==> config.mk <==
export PLATFORM = sky130hd
export DESIGN_NAME = pcm_frame_buffer
export DESIGN_NICKNAME = d
export VERILOG_FILES = /design/src/rtl/pcm_frame_buffer.sv
export SDC_FILE = /design/constraint.sdc
export NUM_CORES = 1
export LEC_CHECK = 0
export BUFFER_PORTS_ARGS = -buffer_cell sky130_fd_sc_hd__buf_2
export CAP_MARGIN = 30
export CORE_MARGIN = 2
export CORE_UTILIZATION = 45
export CTS_BUF_LIST = sky130_fd_sc_hd__clkbuf_4 sky130_fd_sc_hd__clkbuf_8
export DETAILED_ROUTE_END_ITERATION = 7
export PLACE_DENSITY_LB_ADDON = 0.1
export SLEW_MARGIN = 5
export SYNTH_ARGS = -nofsm -noshare
export SYNTH_HDL_FRONTEND = slang
export SYNTH_SLANG_ARGS = --single-unit
export TNS_END_PERCENT = 10
==> constraint.sdc <==
create_clock -name bit_clock_in -period 3.7 [get_ports bit_clock_in]
set_input_delay 0.185 -clock bit_clock_in [delete_from_list [all_inputs] [get_ports bit_clock_in]]
set_output_delay 0.185 -clock bit_clock_in [all_outputs]
set_load 0.005 [all_outputs]
==> src/rtl/pcm_frame_buffer.sv <==
// Stereo sample FIFO between the tracker mixer and the DAC serializer.
// Stages one L/R pair per 32-bit DAC frame and counts frames that go out as silence.
module pcm_frame_buffer #(
  parameter  int DEPTH        = 16,
  parameter  int ALMOST_EMPTY = 4,
  localparam int AW           = $clog2(DEPTH),
  localparam int LW           = AW + 1
) (
  input  logic          bit_clock_in,
  input  logic          rst_active_low,
  input  logic [15:0]   sample_left,
  input  logic [15:0]   sample_right,
  input  logic          sample_valid,
  output logic          sample_ready,
  output logic [15:0]   pcm_data_left,
  output logic [15:0]   pcm_data_right,
  output logic          pcm_data_valid,
  output logic          frame_strobe,
  output logic [LW-1:0] fifo_level,
  output logic          almost_empty,
  output logic [15:0]   underrun_count,
  input  logic          underrun_clear
);

  logic [4:0]    frame_cnt;
  logic [AW-1:0] wr_ptr;
  logic [AW-1:0] rd_ptr;
  logic [31:0]   mem [DEPTH];
  logic          consume;
  logic          fifo_nonempty;
  logic          push;
  logic          pop;
  logic [LW-1:0] level_next;

  // The serializer loads the staged pair on the edge where frame_cnt==31.
  assign consume       = (frame_cnt == 5'd31);
  assign fifo_nonempty = (fifo_level != '0);
  assign push          = sample_valid && sample_ready;
  // Pop on a frame edge, or prefetch mid-frame into an empty staging register.
  // Uses the pre-edge level, so a same-edge push into an empty FIFO is not seen.
  assign pop           = fifo_nonempty && (consume || !pcm_data_valid);

  always_comb begin
    level_next = fifo_level;
    if (push && !pop) begin
      level_next = fifo_level + LW'(1);
    end else if (pop && !push) begin
      level_next = fifo_level - LW'(1);
    end
  end

  always_ff @(posedge bit_clock_in) begin
    if (push) begin
      mem[wr_ptr] <= {sample_left, sample_right};
    end
  end

  always_ff @(posedge bit_clock_in or negedge rst_active_low) begin
    if (!rst_active_low) begin
      frame_cnt    <= '0;
      frame_strobe <= 1'b0;
      wr_ptr       <= '0;
      rd_ptr       <= '0;
      fifo_level   <= '0;
      sample_ready <= 1'b1;
      almost_empty <= 1'b1;
    end else begin
      frame_cnt    <= frame_cnt + 5'd1;
      frame_strobe <= (frame_cnt == 5'd30);
      if (push) begin
        wr_ptr <= wr_ptr + AW'(1);
      end
      if (pop) begin
        rd_ptr <= rd_ptr + AW'(1);
      end
      fifo_level   <= level_next;
      sample_ready <= (level_next != LW'(DEPTH));
      almost_empty <= (level_next <= LW'(ALMOST_EMPTY));
    end
  end

  always_ff @(posedge bit_clock_in or negedge rst_active_low) begin
    if (!rst_active_low) begin
      pcm_data_left  <= '0;
      pcm_data_right <= '0;
      pcm_data_valid <= 1'b0;
    end else if (pop) begin
      {pcm_data_left, pcm_data_right} <= mem[rd_ptr];
      pcm_data_valid                  <= 1'b1;
    end else if (consume) begin
      pcm_data_left  <= '0;
      pcm_data_right <= '0;
      pcm_data_valid <= 1'b0;
    end
  end

  // A frame is silent when nothing valid was staged as the serializer loaded it.
  always_ff @(posedge bit_clock_in or negedge rst_active_low) begin
    if (!rst_active_low) begin
      underrun_count <= '0;
    end else if (underrun_clear) begin
      underrun_count <= '0;
    end else if (consume && !pcm_data_valid && (underrun_count != 16'hFFFF)) begin
      underrun_count <= underrun_count + 16'd1;
    end
  end

endmodule

==> summary.txt <==
CTS
  • Clk buf depth: 3
  • # clock sinks: slightly below 600
  • Root Driver: clkbuf_8
  • Clk slew on worst S/H paths: ~0.060 ns
  • CTS H-Tree Depth: 3
  • CTS tree: built
  • Gates resized, CTS repair: 0
  • Num CTS Buffers: 96
  • Latest clock arrival within the worst-skew pair: between 0.6 and 0.7 ns

Timing
  • Fin. Hold Viols: 0
  • Fmax: 364 MHz
  • Setup slack after layout: around 0.95 ns
  • Actual slew at the worst max-slew pin: between 0.8 and 0.9 ns
  • Tmin final: roughly 2.7 ns
  • Max transition margin: between 40% and 50%
  • Count of final max-slew check failures: 0
  • RSZ-0062 raised after global routing: false
  • Setup violations, final: 0
  • Max Clock Skew: roughly 0.023 ns
  • Final hold slack: ~0.043 ns
  • Period Utilization, post-route: roughly three quarters

Worst setup path
  • CP peak stage delay: approximately 0.43 ns
  • Cell mode on critical path: ha_1
  • Setup Crit Path Kind: register to register
  • Crit. End Element: register
  • Crit-path slowest cell: buf_4
  • Critical path destination: pcm_data_right[9]$_DFFE_PN0P_
  • Setup crit start: frame_cnt[0]$_DFF_PN0_
  • Reg2reg start: frame_cnt[0]$_DFF_PN0_
  • R2r worst-path depth: 9
  • Crit path depth: 9
  • Internal reg-to-reg setup slack: about 0.95 ns
  • Worst path top cell family by delay: simple AND/OR/NAND/NOR gates
  • Worst path required time: between 4 and 5 ns
  • Crit path launch type: register
  • Worst Path Buf+Inv: 1
  • Max FO, Critical Path: 20
  • Crit path arrival time: 3.26 ns
  • Crit path cell chain: ha_1 > and3_1 > ha_1 > nor2b_1 > nor2_2 > nand2_2 > buf_4 > a2bb2oi_1 > o21ai_0
  • Reg2Reg Capture Point: pcm_data_right[9]$_DFFE_PN0P_

Yosys
  • Seq/Total Area, Yosys: 76.5%
  • Synth unique cells: 44
  • Synth Instances: about 1100
  • Yosys warns: 0
  • Synthesized Nets: approximately 1100
  • Synth Area per Inst: approximately 21 um2
  • Yosys reg bits: roughly 580
  • Mapped Area: approximately 22000 um2
  • Main flop type after synthesis: edfxtp_1
  • Ys async rst share: around an eighth
  • Number of synthesized flops with an enable pin: around 510

GRT
  • Tot GR Track Use: between 15 and 20%
  • First-pass GRT wire length: 73600 um
  • Largest net degree at the start of global routing: 44
  • Initial antenna violation count: 1
  • Vias in the first global route: ~12000
  • Grt total ovfl: 0

Drt
  • Total vias in the final route: about 11000
  • DRC viols: 0
  • ANT nets after route: 0
  • Final wirelength: roughly 49000 um
  • Vias per cell: 5.41
  • Iteration-0 DRC Markers: roughly 890
  • DR WL/cell: between 20 and 25 um
  • Drt first pass iters: 5

Finish
  • Reg area: between 15000 and 20000 um2
  • Antenna Cells: 0
  • Synthesis-to-finish area growth: 18.1%
  • Most frequent cells in the layout: edfxtp_1 (512), mux4_2 (128), clkbuf_8 (110), buf_2 (91), mux2i_1 (69)
  • Area of the multi-input gates: between 5000 and 6000 um2
  • Ratio of cells with drive above 1 in the final layout: around 34%
  • Most common cell after layout, fill and taps aside: edfxtp_1
  • Filler cells: 3900
  • Nets@finish: ~1300

Run status
  • Status: complete, no violations

Floorplan
  • Chip height: ~230 um
  • IO Pins: between 90 and 100
  • Core Area: 49100 um2
  • Die extent in x: about 230 um
  • Num rows: around 80
  • Initial Util: between 40% and 50%
  • Die area: between 50000 and 60000 um2

Power
  • Maximum VDD drop: roughly 400 uV
  • PwrDens: 645 nW/um2
  • Leak pwr: roughly 9.0 nW

Placement
  • Hpwl dp: 27800 um
  • RD Place Congestion: between 0.7 and 0.8
  • IO Port Bufs: 92
  • Dpl ws: slightly above 1 ns

Worst hold path
  • HP Class: input port to asynchronous set/reset pin

Run
  • Maximum Capacitance Violations: 0
worst min-delay path by stage:
stage | endpoint | depth (start not counted) | slack (ns) | startpoint
5_1_grt | pcm_data_right[2]$_DFFE_PN0P_ | 2 | 0.04 | rst_active_low
4_1_cts | pcm_data_left[13]$_DFFE_PN0P_ | 2 | 0.002 | rst_active_low
3_3_place_gp | pcm_data_left[9]$_DFFE_PN0P_ | 1 | 0.19 | rst_active_low
3_5_place_dp | pcm_data_left[12]$_DFFE_PN0P_ | 1 | 0.20 | rst_active_low
6_report | pcm_data_left[13]$_DFFE_PN0P_ | 2 | 0.04 | rst_active_low
2_1_floorplan | fifo_level[0]$_DFF_PN0_ | 0 | -0.11 | rst_active_low
power breakdown:
group	switching [mW]	total, mW	internal (mW)
Combinational	1.52	2.88	1.37
Sequential	0.421	8.35	7.93
Clock	2.52	5.82	3.30
layout make-up:
| class | instances | share of cell area, % |
|---|---|---|
| Clock inverter | 29 | 0.843 |
| Clock buffer | 152 | 6.92 |
| Timing Repair Buffer | 169 | 4.70 |
| Multi-Input combinational cell | 414 | 19.4 |
| Tap cell | 664 | 3.14 |
| Sequential cell | 582 | 64.9 |
| Inverter | 8 | 0.114 |
timing repair:
action | CTS | global route
hold buffers | 35 | 0
endpoints found under the hold margin | 559 | 0
buffers inserted | 0 | 0
through the flow:
step | instances | setup TNS [ns] | area (um2) | util [%] | power [mW]
after CTS | 2018 | 0 | 26400 | 53.9 | 17.3
final | 2018 | 0 | 26400 | 53.9 | 17.1
after floorplan | 1055 | -9.52 | 22400 | - | 10.2
after global routing | 2018 | 0 | 26400 | 53.9 | 17.8
after global placement | 1802 | 0 | 24000 | 49.0 | 11.4
after detailed placement | 1802 | 0 | 24000 | 49.0 | 11.4
flip-flops by register name, indices dropped and copies added (netlist names):
name and cells:
mem 512, pcm_data_left 16, pcm_data_right 16, underrun_count 16, fifo_level 5, frame_cnt 5, rd_ptr 4, wr_ptr 4
almost_empty 1, frame_strobe 1, pcm_data_valid 1, sample_ready 1
metal layers:
layer  vias up  GRT usage, %  share of wire [%]
li1       4803             -                  -
met1      5778          27.8                 45
met2       259          32.1                 49
met3        87          3.78                4.4
met4         0          5.78                2.1
met5         -             0                  0
cells by family after synthesis:
kind of cell               synth area share [%]
DFF                                        76.5
muxes                                      16.0
and+or+nand+nor                            2.24
AOI/OAI and AO/OA                          2.56
buffers and inverters                      1.09
xor gates and xnor gates                  0.939
adders and majority gates                 0.615
cells in the mapped netlist, types with 2 or more instances:
library cell    n  area, um2
nand2b_1        5       31.3
xnor2_1        17        149
buf_1          16       60.1
inv_1           8       30.0
a211oi_1        5       37.5
nor4b_1         2       17.5
or3_1           3       18.8
dfrtp_1        68       1700
dfstp_2         2       52.6
nand3_1         8       40.0
mux4_2        128       2880
xor2_1          7       61.3
a2bb2oi_1      32        280
o21ai_0        35        175
ha_1           11        138
nor3_1          5       25.0
and3_1          2       12.5
or3_2           2       15.0
a21oi_1         6       30.0
edfxtp_1      512      15400
nand4_1         5       31.3
mux2i_1        69        691
clkbuf_1       17       63.8
nand2_1        21       78.8
buf_2          18       90.1
nor2_1         33        124
worst register-to-register path, cell delays in order, from the launching register on:
cell       delay [ns]
dfrtp_1          0.39
ha_1             0.22
and3_1           0.15
ha_1             0.24
nor2b_1          0.32
nor2_2           0.17
nand2_2          0.32
buf_4            0.43
a2bb2oi_1        0.25
o21ai_0          0.11
Note: power is estimated with default switching activity, not from simulation.
